`src/rtl/seven_segment_scanner_if.sv`:
```
// Load handshake between the processor output register and the scanner.
// The master drives the display word and load; the slave answers with ack.
interface seven_segment_scanner_if #(
  parameter int DIGITS = 4
);
  logic                  load;
  logic [4*DIGITS-1:0]   value;
  logic                  ack;

  modport master (
    output load,
    output value,
    input  ack
  );

  modport slave (
    input  load,
    input  value,
    output ack
  );
endinterface

```
`src/rtl/seven_segment_scanner.sv`:
```
// Time-multiplexed seven-segment scan controller sharing one decoder
// across DIGITS digits, with leading-zero blanking and a load/ack port.
module seven_segment_scanner #(
  parameter int DIGITS = 4,
  parameter int DIV    = 50000
) (
  input  logic                clk,
  input  logic                rst_n,
  seven_segment_scanner_if.slave bus,
  input  logic                blank_lz,
  output logic [3:0]          nibble,
  output logic [DIGITS-1:0]   digit_an_n
);

  localparam int CW = (DIV > 1) ? $clog2(DIV) : 1;
  localparam int IW = (DIGITS > 1) ? $clog2(DIGITS) : 1;

  logic [CW-1:0]       cnt;
  logic [IW-1:0]       idx;
  logic [4*DIGITS-1:0] disp;
  logic                tick;
  logic [DIGITS-1:0]   blank;
  logic                lead;

  assign tick = (cnt == CW'(DIV - 1));

  // A digit is blank while it and every digit above it are zero.
  always_comb begin
    blank = '0;
    lead  = blank_lz;
    for (int i = DIGITS - 1; i >= 1; i--) begin
      lead     = lead && (disp[4*i +: 4] == 4'h0);
      blank[i] = lead;
    end
  end

  always_ff @(posedge clk or negedge rst_n) begin
    if (!rst_n) begin
      cnt        <= '0;
      idx        <= '0;
      disp       <= '0;
      bus.ack    <= 1'b0;
      nibble     <= 4'h0;
      digit_an_n <= '1;
    end else begin
      cnt     <= tick ? '0 : cnt + 1'b1;
      bus.ack <= bus.load;
      if (tick) begin
        idx <= (idx == IW'(DIGITS - 1)) ? '0 : idx + 1'b1;
      end
      if (bus.load) begin
        disp <= bus.value;
      end
      nibble <= disp[{idx, 2'b00} +: 4];
      if (blank[idx]) begin
        digit_an_n <= '1;
      end else begin
        digit_an_n <= ~(DIGITS'(1) << idx);
      end
    end
  end

endmodule

```
`src/flat_wrapper.sv`:
```
// flat-port wrapper written by rule: the top's interface ports become plain ports
module seven_segment_scanner_flat 
#(
  parameter int DIGITS = 4,
  parameter int DIV    = 50000
)
  (clk, rst_n, blank_lz, nibble, digit_an_n, bus_load, bus_value, bus_ack);
  seven_segment_scanner_if #(.DIGITS(DIGITS)) bus_i ();
  input  logic clk;
  input  logic rst_n;
  input  logic blank_lz;
  output logic [3:0] nibble;
  output logic [DIGITS-1:0] digit_an_n;
  input wire logic [$bits(bus_i.load)-1:0] bus_load;
  input wire logic [$bits(bus_i.value)-1:0] bus_value;
  output wire logic [$bits(bus_i.ack)-1:0] bus_ack;
  assign bus_i.load = bus_load;
  assign bus_i.value = bus_value;
  assign bus_ack = bus_i.ack;
  seven_segment_scanner #(.DIGITS(DIGITS), .DIV(DIV)) u_core (.clk(clk), .rst_n(rst_n), .bus(bus_i), .blank_lz(blank_lz), .nibble(nibble), .digit_an_n(digit_an_n));
endmodule
```
`config.mk`:
```
export PLATFORM = sky130hd
export DESIGN_NAME = seven_segment_scanner_flat
export DESIGN_NICKNAME = d
export VERILOG_FILES = /design/src/rtl/seven_segment_scanner_if.sv /design/src/rtl/seven_segment_scanner.sv /design/src/flat_wrapper.sv
export SDC_FILE = /design/constraint.sdc
export NUM_CORES = 1
export LEC_CHECK = 0
export BUFFER_PORTS_ARGS = -buffer_cell sky130_fd_sc_hd__buf_2
export CAP_MARGIN = 20
export CORE_MARGIN = 3
export CORE_UTILIZATION = 28
export CTS_CLUSTER_SIZE = 12
export DETAILED_ROUTE_END_ITERATION = 12
export HOLD_SLACK_MARGIN = 0.1
export PLACE_DENSITY = 0.47
export RECOVER_POWER = 25
export SETUP_SLACK_MARGIN = 0.5
export SYNTH_ARGS = -nofsm -noshare
export SYNTH_HDL_FRONTEND = slang
export SYNTH_SLANG_ARGS = --single-unit
```
`constraint.sdc`:
```
create_clock -name clk -period 2.1 [get_ports clk]
set_input_delay 0.105 -clock clk [delete_from_list [all_inputs] [get_ports clk]]
set_output_delay 0.105 -clock clk [all_outputs]
set_load 0.005 [all_outputs]
```
# == After elaboration in Yosys (flattened, before gate mapping) ==
# Cells that the tools add are included.
# op_classes
n_lt_le_gt_ge,1
multipliers,0
eq_ne,2
n_mux,5
n_shift,2
addsub,2
bitwise_logic,1
n_reduce_logical,6
n_div,0
# ops
operator,n
$add 16x1->16 const B,1
$eq 16x16->1 const B,1
$mux 16,1
$shiftx 16x5->4,1
$logic_not 4->1,3
$mux 4,1
$not 4->4,1
$shl 1x2->4 const A,1
$logic_and 1x1->1,3
$lt 2x3->1 const B,1
$add 2x1->2 const B,1
$bmux 1 s2,1
$eq 2x2->1 const B,1
$mux 2,1
$mux 1,1
# word_totals
out_inout_bits,9
latch_bits,0
register_bits,43
wordCells,25
mem_count,0
romBits,0
ram_bits,0
inputBits,20

# == Depth between registers and ports, before layout ==
# Gate-level depths: netlist of the first run.
# logic_depth
depth_word,7
mapped_depth,6

# == Worst setup path before layout of the first run ==
# Ideal clock, no wire load.
# synth_timing
path_type,flip-flop to flip-flop
start,register u_core.cnt[0]
end,register u_core.idx[0]
path_slack_ps,470
synth_period_minus_slack_ps,1630
setup_ps,125
path_stages_with_launch,7
arrival_time_ps,1505
n_path_buf,1
cell_sequence,dfrtp_1 -> ha_1 -> and3_1 -> nand4_1 -> nor3_2 -> buf_6 -> mux2_4
# synth_via
elab_chain_len,1
# synth_lines
item,line,source
"start, declared",seven_segment_scanner.sv:18,logic [CW-1:0] cnt;
"start signal, assigned",seven_segment_scanner.sv:46,cnt <= tick ? '0 : cnt + 1'b1;
$eq 16x16->1,seven_segment_scanner.sv:25,assign tick = (cnt == CW'(DIV - 1));
"end signal, assigned",seven_segment_scanner.sv:49,idx <= (idx == IW'(DIGITS - 1)) ? '0 : idx + 1'b1;
"end, declared",seven_segment_scanner.sv:19,logic [IW-1:0] idx;
# Every way passes these cells.
# A chain may end at the register's enable or synchronous reset.

# == Worst setup path after layout of the first run ==
# layout_timing
start,register u_core.cnt[0]
end,register u_core.idx[1]
# Same word-level chain as after synthesis.

==> out/qor.yml, run 1 <==
finalSetupTns_ps: 0
ant_nets: 0
synth_top_area_cell: "dfrtp_1"
min-delay-start: "blank_lz"
cts_max_path_buffers: 2
ys_ff_latch: 43
fmax_mhz: 638.6
grt_antenna_before_repair: 0
avgViaCountPerCell: 4.607
peakVddDrop_mv: 0.2107
n_antenna_cell: 0
drt_iter0_markers: 40
hold_class: "primary input to flip-flop"
cp.required_ps: 2280
hold_viol: 0
rsz0062_at_grt: "yes"
r2r-end: "u_core.idx[1]"
cap_violations: 0
syn_nets: 161
grt_pass1_wl_mm: 6.272
die_y_microns: 87.85
die_area_sq_um: 7717
die_x_microns: 87.85
holdPathStages: 4
cp.arrival_ps: 1750
grt_usage: 0.1044
relSlewSlack: 0.3756
path_clk_slew_ps: 80
wirelength_mm: 3.568
syn_to_final_growth_pct: 30.69
wl_per_cell_microns: 13.21
yosysTopAreaCellShare: 0.5203
vias: 1244
drive_above_1_share: 0.3938
hold-path-endpoint: "u_core.digit_an_n[2]"
cts_root_buffer: "clkbuf_8"
cp-end-kind: "flip-flop"
ff2ff_setup_slack_ps: 530
critPathKind: "flip-flop to flip-flop"
setup_viol: 0
syn_inst: 136
syn_avg_cell_area_sq_um: 13.79
grt_pass1_vias: 1334
finalClockSkew_ps: 6.645
clock_sinks: 43
synth_area_sq_um: 1876
htree_num_levels: 2
hpwl_mm: 2.490
core_region_area_sq_um: 6422
grt_max_degree: 44
critPathLaunchType: "flip-flop"
worst_slew_pin_slew_ps: 936.6
synth_cell_types: 33
ys_seq_area_frac: 0.5764
rows: 29
tritoncts: "done"
clock_latency_ps: 300
finalNetCount: 217
yosys_warnings: 0
layout_min_cycle_time_ps: 1566
ios: 29
start_util: 0.2920
cp-startpoint: "u_core.cnt[0]"
final_common_cell: "dfrtp_1"
layout_common_cells: "dfrtp_1, buf_2, dlygate4sd3_1"
reg2regPathDepth: 5
grt_overflow_total: 0
worstReg2RegStart: "u_core.cnt[0]"
firstDrtPassIters: 3
hold-worst-slack_ps: 163.9
synth_area_leaders: "dfrtp_1, mux2_2, dfstp_2"
cts-buffers-inserted: 5
post-route-period-util: 0.7457
status: "finished, final reports clean"
finalMaxSlewViolations: 0
drc: 0
crit_fanout: 3
portBuffers: 28
fillers: 620
place_congestion: 0.7598
leakage_nw: 1.065
power_density_nw_per_um2: 686.5
fin_total_pwr_w: 0.001683
## synthesized netlist by cell type
master     instances
xnor2_1            6
nand4b_1           1
and4_4             2
buf_1              1
inv_1              3
dfrtp_1           39
buf_6              1
or3_1              1
and4_1             2
clkbuf_1           1
nand4_1            5
buf_2              1
o21ai_0            1
mux2_4             1
nor2_1             9
a21oi_1            1
nor4_2             1
and3_1             3
nor2b_1            1
mux2_2            17
nand2_1            7
and2_1             1
nor3_2             1
nor3_1             1
xor2_1             6
nor4_1             2
a2111oi_4          1
a21o_1             1
mux4_2             4
ha_1               5
dfstp_2            4
o21bai_1           1
nand3_1            5
## state kept, by name, indices dropped and copies added, names as in the netlist
signal / cells
u_core.cnt: 16
u_core.disp: 16
u_core.digit_an_n: 4
u_core.nibble: 4
u_core.idx: 2
u_core.bus.ack: 1
## cells by family after synthesis
kind of cell / after synthesis / synth area share
DFF: 43 / 0.5764
and+or+nand+nor: 42 / 0.1294
muxes: 22 / 0.1581
xor gates and xnor gates: 12 / 0.05604
buffers and inverters: 7 / 0.01867
AOI/OAI and AO/OA: 5 / 0.02802
adders and majority gates: 5 / 0.03336
## what timing repair did
| item | in CTS | in global routing |
|---|---|---|
| setup endpoints to repair | 3 | 11 |
| pin swaps | 4 | 1 |
| endpoints found under the hold margin | 55 | 0 |
| setup buffers | 5 | 0 |
| hold buffers | 17 | 0 |
| resized for setup | 4 | 2 |
## metrics by stage
stage          setup slack, ps  utilization  instances  cell area, sq um
6_report                 534.1       0.3816        270              2451
5_1_grt                  422.0       0.3816        270              2451
4_1_cts                  515.1       0.3816        270              2451
3_5_place_dp             460.1       0.3287        240              2111
3_3_place_gp             510.6       0.3287        240              2111
2_1_floorplan            516.9            -        136              1876
## worst max-delay path, cell delays in order (launching register included)
cell	delay, ps
dfrtp_1	360
ha_1	180
and3_4	200
nand4_1	140
nor3_4	260
mux2_4	320
## report_power, final
part           total [W]  switching (W)  internal, W  leakage [nW]
Combinational   0.000125      0.0000454    0.0000792         0.480
Sequential      0.000894      0.0000266     0.000867         0.524
Clock           0.000664       0.000280     0.000385        0.0612
## worst max path at each step
stage | slack, ps | depth (start not counted) | endpoint
after floorplan | 520 | 6 | u_core.idx[0]
after global placement | 510 | 4 | u_core.idx[1]
after detailed placement | 460 | 5 | u_core.idx[1]
after CTS | 520 | 5 | u_core.idx[1]
after global routing | 420 | 6 | u_core.cnt[9]
final | 530 | 5 | u_core.idx[1]
## layout make-up
class                   instances  area [sq um]  share of cell area
inverters                       3         11.26            0.004594
repair buffers                 53         367.9              0.1501
clock inverters                 2         35.03             0.01429
multi-input cells              86         774.5              0.3160
well taps                      77         96.34             0.03931
clock buffers                   6         82.58             0.03369
flip-flops and latches         43          1084              0.4421
## metal layers
layer	GRT usage	share of wire
met1	0.1328	0.45
met2	0.1747	0.51
met3	0.02258	0.027
met4	0.03766	0.017
met5	0	0
Power figures use the tool's default switching activity.
==> run 2: changes to the inputs <==
--- a/config.mk
+++ b/config.mk
@@ -12,7 +12,7 @@
 export CTS_CLUSTER_SIZE = 12
 export DETAILED_ROUTE_END_ITERATION = 12
 export HOLD_SLACK_MARGIN = 0.1
-export PLACE_DENSITY = 0.47
+export PLACE_DENSITY = 0.49
 export RECOVER_POWER = 25
 export SETUP_SLACK_MARGIN = 0.5
 export SYNTH_ARGS = -nofsm -noshare
==> constraint.sdc (replaced) <==
create_clock -name clk -period 1.3 [get_ports clk]
set_input_delay 0.065 -clock clk [delete_from_list [all_inputs] [get_ports clk]]
set_output_delay 0.065 -clock clk [all_outputs]
set_load 0.005 [all_outputs]
==> run 2 against run 1 <==
  * The run now ends with negative setup slack left
  * Via count up 7.6%
  * Final cell count is 7.8% higher
  * Clock skew is 2.7 ps lower
  * First-iteration DRC count decreased by 43%
  * Global-route usage rose by 0.91 points
  * Final area up 12%
  * Core utilization up 4.7 points
  * Count of clock-buffer cells in the layout did not move
  * Die area is the same
  * Clock power increased by 63%
  * Power rose by 64%
  * Register-to-register slack got worse by 840 ps
  * Critical endpoint unchanged
==> out/qor.yml, run 2 (synthesized netlist as in run 1, its figures left out) <==
design_area_sq_um: 2755
ant_nets: 0
postPlaceCellArea_sq_um: 2351
clock_latency_ps: 290
crit_path_max_incr_delay_ps: 380
grt_pass1_wl_mm: 6.775
die_area_sq_um: 7717
wl_per_cell_microns: 13.93
ff2ff_setup_slack_ps: -310
wirelength_mm: 4.055
cts_root_buffer: "clkbuf_8"
layout_common_cells: "dfrtp_1, buf_2, buf_4"
tritoncts: "done"
drt_iter0_markers: 23
power_density_nw_per_um2: 1003
grt_pass1_vias: 1440
cts-buffers-inserted: 5
finalMaxSlewViolations: 0
path_cells: "ha_2 > and3_4 > nand4_1 > nor3_4 > mux2_2"
critPathKind: "flip-flop to flip-flop"
relSlewSlack: 0.2638
peakVddDrop_mv: 0.3870
drc: 0
cp-endpoint: "u_core.idx[1]"
leakage_nw: 1.238
finalNetCount: 238
avgViaCountPerCell: 4.601
rsz0062_at_grt: "yes"
reg2regPathDepth: 5
grt_overflow_total: 0
grt_usage: 0.1135
hold-worst-slack_ps: 124.9
failed_checks: "negative setup slack"
fillers: 584
syn_to_final_growth_pct: 46.90
fin_ws_ps: -305.9
post-route-period-util: 1.235
place_congestion: 0.7368
cap_violations: 0
htree_num_levels: 2
vias: 1339
worst_slew_pin_slew_ps: 1104
final_common_cell: "dfrtp_1"
setup_viol: 14
r2r-end: "u_core.idx[1]"
placed_cells: 263
clock_sinks: 43
finalClockSkew_ps: 3.984
met2WireLength_mm: 2.081
wl_met3_microns: 129
stdcell_count: 291
grt_antenna_before_repair: 0
routed.top_layer: "met4"
firstDrtPassIters: 4
die_x_microns: 87.85
core_region_area_sq_um: 6422
finalSetupTns_ps: -3087
worstReg2RegStart: "u_core.cnt[1]"
start_util: 0.2920
rows: 29
wl_met1_mm: 1.769
cts_max_path_buffers: 2
ios: 29
grt_max_degree: 44
cp_slowest_cell: "dfrtp_1"
layout_min_cycle_time_ps: 1606
n_antenna_cell: 0
cp-end-kind: "flip-flop"
portBuffers: 28
top_regs: "u_core.cnt (16), u_core.disp (16)"
cp.arrival_ps: 1790
hpwl_mm: 2.863
crit_fanout: 3
hold_viol: 0
path_clk_slew_ps: 80
die_y_microns: 87.85
fmax_mhz: 622.7
cp-startpoint: "u_core.cnt[1]"
cp.required_ps: 1480
hold_class: "primary input to flip-flop"
critPathLaunchType: "flip-flop"
status: "finished, violations left"
drive_above_1_share: 0.5187
==> run 2: critical path, delay by kind of cell, from the launching register on <==
family / cells / cell delay, ps
fa+ha+maj: 1 / 190
flops: 1 / 380
mux: 1 / 360
simple gates: 3 / 570
==> run 2: worst min path at each step <==
stage	start	end	slack [ps]	cells after the start
2_1_floorplan	rst_n	u_core.bus.ack	-230	0
3_3_place_gp	rst_n	u_core.cnt[15]	60	2
3_5_place_dp	rst_n	u_core.cnt[14]	60	2
4_1_cts	bus_load	u_core.bus.ack	90	1
5_1_grt	blank_lz	u_core.digit_an_n[2]	140	4
6_report	blank_lz	u_core.digit_an_n[1]	120	4
==> run 2: report_power, final <==
| group | total [W] | internal (W) | switching (W) |
|---|---|---|---|
| logic | 0.000237 | 0.000156 | 0.0000811 |
| registers | 0.00145 | 0.00140 | 0.0000486 |
| clock network | 0.00108 | 0.000622 | 0.000454 |
| total | 0.00276 | 0.00218 | 0.000584 |
==> run 2: cell type report <==
| class | count | area [sq um] | area share |
|---|---|---|---|
| multi-input cells | 86 | 863.3 | 0.3134 |
| clock buffers | 6 | 82.58 | 0.02997 |
| repair buffers | 74 | 570.5 | 0.2071 |
| well taps | 77 | 96.34 | 0.03497 |
| flip-flops and latches | 43 | 1084 | 0.3933 |
| inverters | 3 | 23.77 | 0.008629 |
| clock inverters | 2 | 35.03 | 0.01272 |
==> run 2: through the flow <==
step | utilization | setup WS [ps] | total power (W)
final | 0.4290 | -305.9 | 0.002763
after global routing | 0.4290 | -356.4 | 0.002884
after CTS | 0.4206 | -284.3 | 0.002799
after detailed placement | 0.3661 | -303.5 | 0.001647
after global placement | 0.3661 | -223.3 | 0.001640
after floorplan | - | -282.0 | 0.001545
==> run 2: routing by layer <==
metal  up-vias  track usage
met5         -            0
met4         0      0.04184
met3         8      0.02634
met2        21       0.1911
met1       673       0.1418
li1        637            -
==> run 2: what timing repair did <==
action	in CTS	in global routing
hold endpoints to repair	60	0
gates resized for setup	16	13
pin swaps	7	2
buffers inserted	2	1
hold buffers	17	0
setup endpoints to repair	37	43
==> run 3: changes to the inputs <==
--- a/config.mk
+++ b/config.mk
@@ -12,7 +12,7 @@
 export CTS_CLUSTER_SIZE = 12
 export DETAILED_ROUTE_END_ITERATION = 12
 export HOLD_SLACK_MARGIN = 0.1
-export PLACE_DENSITY = 0.49
+export PLACE_DENSITY = 0.47
 export RECOVER_POWER = 25
 export SETUP_SLACK_MARGIN = 0.5
 export SYNTH_ARGS = -nofsm -noshare
==> constraint.sdc (replaced) <==
create_clock -name clk -period 1.6 [get_ports clk]
set_input_delay 0.08 -clock clk [delete_from_list [all_inputs] [get_ports clk]]
set_output_delay 0.08 -clock clk [all_outputs]
set_load 0.005 [all_outputs]
==> run 3 against run 2 <==
  * The run now ends clean
  * Worst hold slack better by 16 ps
  * Combinational power fell by 24%
  * Global-route usage is essentially flat
  * Critical endpoint unchanged
==> out/qor.yml, run 3 (synthesized netlist as in run 1, its figures left out) <==
grt_usage: 0.1138
hold_class: "primary input to flip-flop"
vias: 1276
drc: 0
cts_max_path_buffers: 2
cp-startpoint: "u_core.cnt[1]"
power_density_nw_per_um2: 782.7
place_congestion: 0.7266
tritoncts: "done"
syn_to_final_growth_pct: 37.02
core_region_area_sq_um: 6422
grt_pass1_vias: 1388
cts_root_buffer: "clkbuf_8"
final_common_cell: "dfrtp_1"
postPlaceCellArea_sq_um: 2222
rows: 29
wl_per_cell_microns: 13.48
cp-end-kind: "flip-flop"
grt_max_degree: 24
clock_sinks: 43
rsz0062_at_grt: "yes"
grt_pass1_wl_mm: 6.762
path_clk_slew_ps: 80
die_y_microns: 87.85
die_x_microns: 87.85
cp.required_ps: 1780
post-route-period-util: 0.9680
portBuffers: 28
hpwl_mm: 2.637
start_util: 0.2920
wirelength_mm: 3.787
critPathLaunchType: "flip-flop"
top_regs: "u_core.cnt (16), u_core.disp (16)"
grt_overflow_total: 0
fmax_mhz: 645.6
multi_input_area_sq_um: 813.3
clock_latency_ps: 290
min-delay-start: "blank_lz"
layout_common_cells: "dfrtp_1, buf_2, dlygate4sd3_1"
peakVddDrop_mv: 0.2519
ant_nets: 0
n_antenna_cell: 0
drt_iter0_markers: 49
firstDrtPassIters: 4
grt_antenna_before_repair: 0
finalMaxSlewViolations: 0
cts-buffers-inserted: 5
hold_viol: 0
ios: 29
leakage_nw: 1.125
hold-worst-slack_ps: 141.1
relSlewSlack: 0.4131
finalSetupTns_ps: 0
drive_above_1_share: 0.4559
critPathKind: "flip-flop to flip-flop"
finalNetCount: 228
setup_viol: 0
cap_violations: 0
fillers: 603
worstReg2RegStart: "u_core.cnt[1]"
register_area_sq_um: 1085
status: "finished, final reports clean"
layout_min_cycle_time_ps: 1549
htree_num_levels: 2
design_area_sq_um: 2570
avgViaCountPerCell: 4.541
crit_fanout: 3
worst_slew_pin_slew_ps: 880.4
cp.arrival_ps: 1730
die_area_sq_um: 7717
finalClockSkew_ps: 1.918
==> run 3: changes by cell type in the layout (fill, tap and decap cells not counted), sizes merged <==
cell,change
buf,-11
bufinv,-1
clkbuf,+1
clkinv,-1
dlygate4sd3,+1
inv,+1
==> run 3: area by class of cell <==
cell class	instances	area share
Tap cell	77	0.03749
Clock inverter	1	0.001947
Inverter	3	0.004382
Multi-Input combinational cell	86	0.3165
Sequential cell	43	0.4221
Timing Repair Buffer	64	0.1879
Clock buffer	7	0.02970
==> run 3: path summary, 6_finish.rpt <==
| path | endpoint | slack (ps) | cells after the start |
|---|---|---|---|
| worst max-delay path | u_core.idx[1] | 50 | 5 |
| worst min-delay path | u_core.digit_an_n[2] | 140 | 4 |
| worst max register to register | u_core.idx[1] | 50 | 5 |
| worst min register to register | u_core.cnt[10] | 490 | 1 |
| max in group asynchronous | u_core.digit_an_n[0] | 660 | 3 |
| min in group asynchronous | u_core.cnt[11] | 330 | 2 |
==> run 3: power by group <==
part	internal [W]	total [W]	switching (W)
clock network	0.000306	0.000656	0.000349
logic	0.000115	0.000179	0.0000637
registers	0.00114	0.00118	0.0000378
==> run 3: metrics by stage <==
stage | util | setup slack, ps | std cells | power, W
after detailed placement | 0.3460 | 35.28 | 248 | 0.001335
after global routing | 0.4002 | -49.28 | 281 | 0.002121
after CTS | 0.3918 | 47.00 | 278 | 0.002040
final | 0.4002 | 51.13 | 281 | 0.002011
after floorplan | - | 18.02 | 136 | 0.001252
after global placement | 0.3460 | 64.29 | 248 | 0.001329
==> run 3: critical path, stage by stage, from the launching register on <==
cell and delay [ps]:
dfrtp_1 360, ha_2 190, and3_4 190, nand4_1 150, nor3_4 200, mux2_2 350
==> run 3: per-layer routing <==
layer / routed length [microns] / part of all wire / vias to the layer above / GRT usage
met5: 0 / 0 / - / 0
met4: 55 / 0.015 / 0 / 0.03766
met2: 1899 / 0.50 / 15 / 0.1863
li1: - / - / 620 / -
met1: 1721 / 0.45 / 637 / 0.1481
met3: 110 / 0.029 / 4 / 0.02728
==> run 3: timing repair <==
| item | CTS | global route |
|---|---|---|
| cloned | 0 | 0 |
| pin swaps | 6 | 6 |
| setup endpoints to repair | 23 | 23 |
| buffers inserted | 4 | 3 |
| hold buffers | 18 | 0 |
| resized for setup | 3 | 9 |
| hold endpoints to repair | 39 | 0 |
